**config.mk**
```make
export PLATFORM = sky130hd
export DESIGN_NAME = r_channel_tx
export DESIGN_NICKNAME = d
export VERILOG_FILES = /design/src/rtl/r_channel_tx.sv
export SDC_FILE = /design/constraint.sdc
export NUM_CORES = 1
export LEC_CHECK = 0
export CORE_MARGIN = 3
export CORE_UTILIZATION = 35
export CTS_CLUSTER_SIZE = 30
export DETAILED_ROUTE_END_ITERATION = 7
export HOLD_SLACK_MARGIN = 0.1
export PLACE_DENSITY = 0.64
export SETUP_SLACK_MARGIN = 0.1
export SLEW_MARGIN = 15
export SYNTH_ARGS = -nofsm -noshare
export SYNTH_HDL_FRONTEND = slang
export SYNTH_SLANG_ARGS = --single-unit
export TNS_END_PERCENT = 5
```
**constraint.sdc**
```tcl
create_clock -name clk -period 6.65 [get_ports clk]
set_clock_uncertainty 0.2 [all_clocks]
set_input_delay 1.6625 -clock clk [delete_from_list [all_inputs] [get_ports clk]]
set_output_delay 1.6625 -clock clk [all_outputs]
set_load 0.05 [all_outputs]
```
**src/rtl/r_channel_tx.sv**
```systemverilog
// r_channel_tx: buffers controller responses in a small FIFO and drives them onto the OBI R channel
module r_channel_tx #(
  parameter int DATA_WIDTH = 32,
  parameter int ID_WIDTH   = 4,
  parameter int DEPTH      = 2
) (
  input  logic                       clk,
  input  logic                       rst,
  input  logic                       resp_valid,
  input  logic [DATA_WIDTH-1:0]      resp_rdata,
  input  logic [ID_WIDTH-1:0]        resp_rid,
  input  logic                       resp_err,
  output logic                       resp_ready,
  output logic                       rvalid,
  input  logic                       rready,
  output logic [DATA_WIDTH-1:0]      rdata,
  output logic [ID_WIDTH-1:0]        rid,
  output logic                       err,
  output logic [$clog2(DEPTH):0]     count,
  output logic                       drop_err
);
  localparam int AW = $clog2(DEPTH);
  localparam int CW = AW + 1;
  localparam int EW = DATA_WIDTH + ID_WIDTH + 1;
  logic [EW-1:0] mem_q [DEPTH];
  logic [AW-1:0] wr_ptr_q, wr_ptr_d, rd_ptr_q, rd_ptr_d;
  logic [CW-1:0] count_q, count_d;
  logic drop_q, drop_d, push, pop;
  // handshakes come from registered occupancy only, so rvalid never depends on resp_valid
  always_comb begin
    resp_ready = count_q != CW'(DEPTH);
    rvalid = count_q != '0;
    push = resp_valid && resp_ready;
    pop = rvalid && rready;
    wr_ptr_d = push ? wr_ptr_q + AW'(1) : wr_ptr_q;
    rd_ptr_d = pop ? rd_ptr_q + AW'(1) : rd_ptr_q;
    count_d = (push && !pop) ? count_q + CW'(1) : (pop && !push) ? count_q - CW'(1) : count_q;
    drop_d = drop_q || (resp_valid && !resp_ready);
    {rdata, rid, err} = rvalid ? mem_q[rd_ptr_q] : '0;
  end
  assign count = count_q;
  assign drop_err = drop_q;
  // storage holds no reset; stale slots are unreachable once pointers and count clear
  always_ff @(posedge clk) begin
    if (push) mem_q[wr_ptr_q] <= {resp_rdata, resp_rid, resp_err};
  end
  // pointer, occupancy and sticky drop flag state
  always_ff @(posedge clk) begin
    if (rst) begin
      wr_ptr_q <= '0;
      rd_ptr_q <= '0;
      count_q <= '0;
      drop_q <= 1'b0;
    end else begin
      wr_ptr_q <= wr_ptr_d;
      rd_ptr_q <= rd_ptr_d;
      count_q <= count_d;
      drop_q <= drop_d;
    end
  end
endmodule

```
==> impl_metrics.env <==
export IMPL_syn_cell_area_um2=3030
export IMPL_avgSynthCellArea_um2=16.3
export IMPL_first_global_vias=1712
export IMPL_p_sw_share_pct=41.9
export IMPL_wl_um=5320
export IMPL_min_path_cells=2
export IMPL_status="finished, final reports clean"
export IMPL_worstRegToRegCells=3
export IMPL_hold_path_class="reg -> reg"
export IMPL_area_growth_pct=37.3
export IMPL_cts_clk_slew_worst_paths_ns=0.08
export IMPL_seq_power_share_pct=35.2
export IMPL_htree_levels=3
export IMPL_grt_max_degree=39
export IMPL_postCtsSetupBuffers=0
export IMPL_overflow=0
export IMPL_fin_nets=314
export IMPL_vias_per_cell=4.50
export IMPL_arrival_ns=2.61
export IMPL_ios=83
export IMPL_finalMaxSlewViolations=0
export IMPL_final_common_cell="clkdlybuf4s50_1"
export IMPL_place_congestion=0.654
export IMPL_required_ns=4.79
export IMPL_crit_path_end_kind="output pin"
export IMPL_p_sw_mw=0.832
export IMPL_fin_setup_tns_ns=0
export IMPL_drc=0
export IMPL_fin_ws_ns=2.17
export IMPL_ys_async_sr_fraction_pct=0
export IMPL_gr_usage_all_layers_pct=11.1
export IMPL_p_per_area_nw_per_um2=477
export IMPL_cts_buffer_depth=2
export IMPL_io_buffers=82
export IMPL_dp_final_hpwl_um=3400
export IMPL_preCtsSetupSlack_ns=2.49
export IMPL_setup_viol=0
export IMPL_start_kind="register"
export IMPL_postSynthCellCount=186
export IMPL_cts_tree="done"
export IMPL_insertedDiodeCount=0
export IMPL_die_area_um2=9820
export IMPL_cap_violations=0
export IMPL_fmax_ghz=0.223
export IMPL_synth_edf_count=74
export IMPL_yosysSeqAreaShare_pct=77.2
export IMPL_drtIter0Drc=82
export IMPL_nFillCells=705
export IMPL_rows=33
export IMPL_clk_latency_ns=0.33
export IMPL_hold_violations=0
export IMPL_initial_core_util_pct=36.6
export IMPL_antenna_found_initial=0
export IMPL_routedWlPerCell_um=13.9
export IMPL_yosysWarningCount=0
export IMPL_tightestPinTransition_ns=1.16
export IMPL_clkSinkCount=80
export IMPL_vias=1718
export IMPL_worst_path_max_fanout=37
export IMPL_fin_cells=382
export IMPL_grt_pass1_wl_um=8330
export IMPL_cts_resized=0
export IMPL_synth_nets=228
export IMPL_numCtsBuffers=9
export IMPL_p_int_mw=1.15
export IMPL_holdWs_ns=0.283
export IMPL_finalPower_mw=1.99
export IMPL_crit_type="reg -> out"
export IMPL_fp_dieW_um=99.1
export IMPL_synth_seq_cells=80
export IMPL_synthDistinctLibCells=15
export IMPL_yosys_most_used_dff="edfxtp_1"
export IMPL_fin_crit_ns=4.48
export IMPL_coreArea_um2=8300
export IMPL_slew_headroom_pct=22.5
export IMPL_drive_above_1_share_pct=6.86
export IMPL_pwr_share_clk_pct=18.8
export IMPL_fin_crit_sh_pct=67.3
export IMPL_clockRootBuffer="clkbuf_8"
export IMPL_rsz0062_at_grt="no"
export IMPL_postCtsHoldBufs=0
export IMPL_power_leakage_nw=1.39
export IMPL_firstDrtPassIters=4
export IMPL_vdd_drop_max_uv=251
export IMPL_place_inst=366
export IMPL_chipHeight_um=99.1
export IMPL_combPwrFrac_pct=46.0
export IMPL_ant_nets=0
export IMPL_final_cell_mix="clkdlybuf4s50_1 (82), edfxtp_1 (74), nor2_1 (42), mux2i_1 (37), clkbuf_8 (9)"
## flip-flops by register name (all words and copies together), names as in the netlist, named ones only
| signal | flops |
|---|---|
| rd_ptr_q | 1 |
| mem_q | 74 |
| drop_err | 1 |
| count | 2 |
| wr_ptr_q | 1 |
## logic make-up (layout without fill, tap and decap cells)
group	count (synthesis)	in the layout	synth area share [%]
DFF	80	80	77.2
AOI/OAI and AO/OA	6	6	0.989
and+or+nand+nor	47	47	6.23
muxes	37	37	12.2
adders and majority gates	1	1	0.412
buffers and inverters	12	103	2.10
xor gates and xnor gates	3	3	0.866
## cell type report
type / count / area [um^2] / area share, %
Sequential cell: 80 / 2340 / 56.2
Timing Repair Buffer: 83 / 828 / 19.9
Multi-Input combinational cell: 94 / 637 / 15.3
Tap cell: 105 / 131 / 3.15
Clock buffer: 10 / 128 / 3.06
Clock inverter: 6 / 83.8 / 2.01
Inverter: 4 / 15.0 / 0.360
## path summary, 6_finish.rpt
check	startpoint	endpoint	slack, ns
worst max-delay path	register	rid[1]	2.17
worst min-delay path	drop_err$_SDFF_PP0_	drop_err$_SDFF_PP0_	0.28
worst max register to register	count[0]$_SDFFE_PP0P_	mem_q[1][7]$_DFFE_PP_	4.57
worst min register to register	drop_err$_SDFF_PP0_	drop_err$_SDFF_PP0_	0.28
## power by group through the flow
stage	registers [mW]	logic, mW	clock network [mW]
after floorplan	0.685	0.651	0
after global placement	0.709	0.921	0
after detailed placement	0.713	0.925	0
after CTS	0.702	0.927	0.385
after global routing	0.709	0.965	0.408
final	0.699	0.913	0.373
## cell usage after synthesis, types with 2 or more instances
cell type  instances  area [um^2]
nor2_1            43          161
edfxtp_1          74         2220
inv_1              4         15.0
a21oi_1            3         15.0
xor2_1             3         26.3
dfxtp_1            6          120
o21ai_0            3         15.0
buf_2              3         15.0
mux2i_1           37          370
buf_4              4         30.0
or3_1              2         12.5
## critical path, stage by stage, from the launching register on
cell             delay [ns]
dfxtp_2                1.10
mux2i_1                0.21
nor2_1                 0.15
clkdlybuf4s50_1        0.81
## per-stage QoR
step / area [um^2] / util, %
finish: 4170 / 50.2
floorplan: 3030 / -
global placement: 3960 / 47.7
detailed placement: 3960 / 47.7
global route: 4170 / 50.2
CTS: 4170 / 50.2
## routing by layer
| metal | GRT usage (%) | part of all wire, % | wire length, um | vias up |
|---|---|---|---|---|
| met5 | 0 | 0 | 0 | - |
| met4 | 5.67 | 0.90 | 48 | 0 |
| met3 | 3.30 | 5.8 | 307 | 6 |
| met2 | 18.3 | 52 | 2750 | 49 |
| met1 | 13.2 | 42 | 2220 | 815 |
| li1 | - | - | - | 848 |
Power figures use the tool's default switching activity.
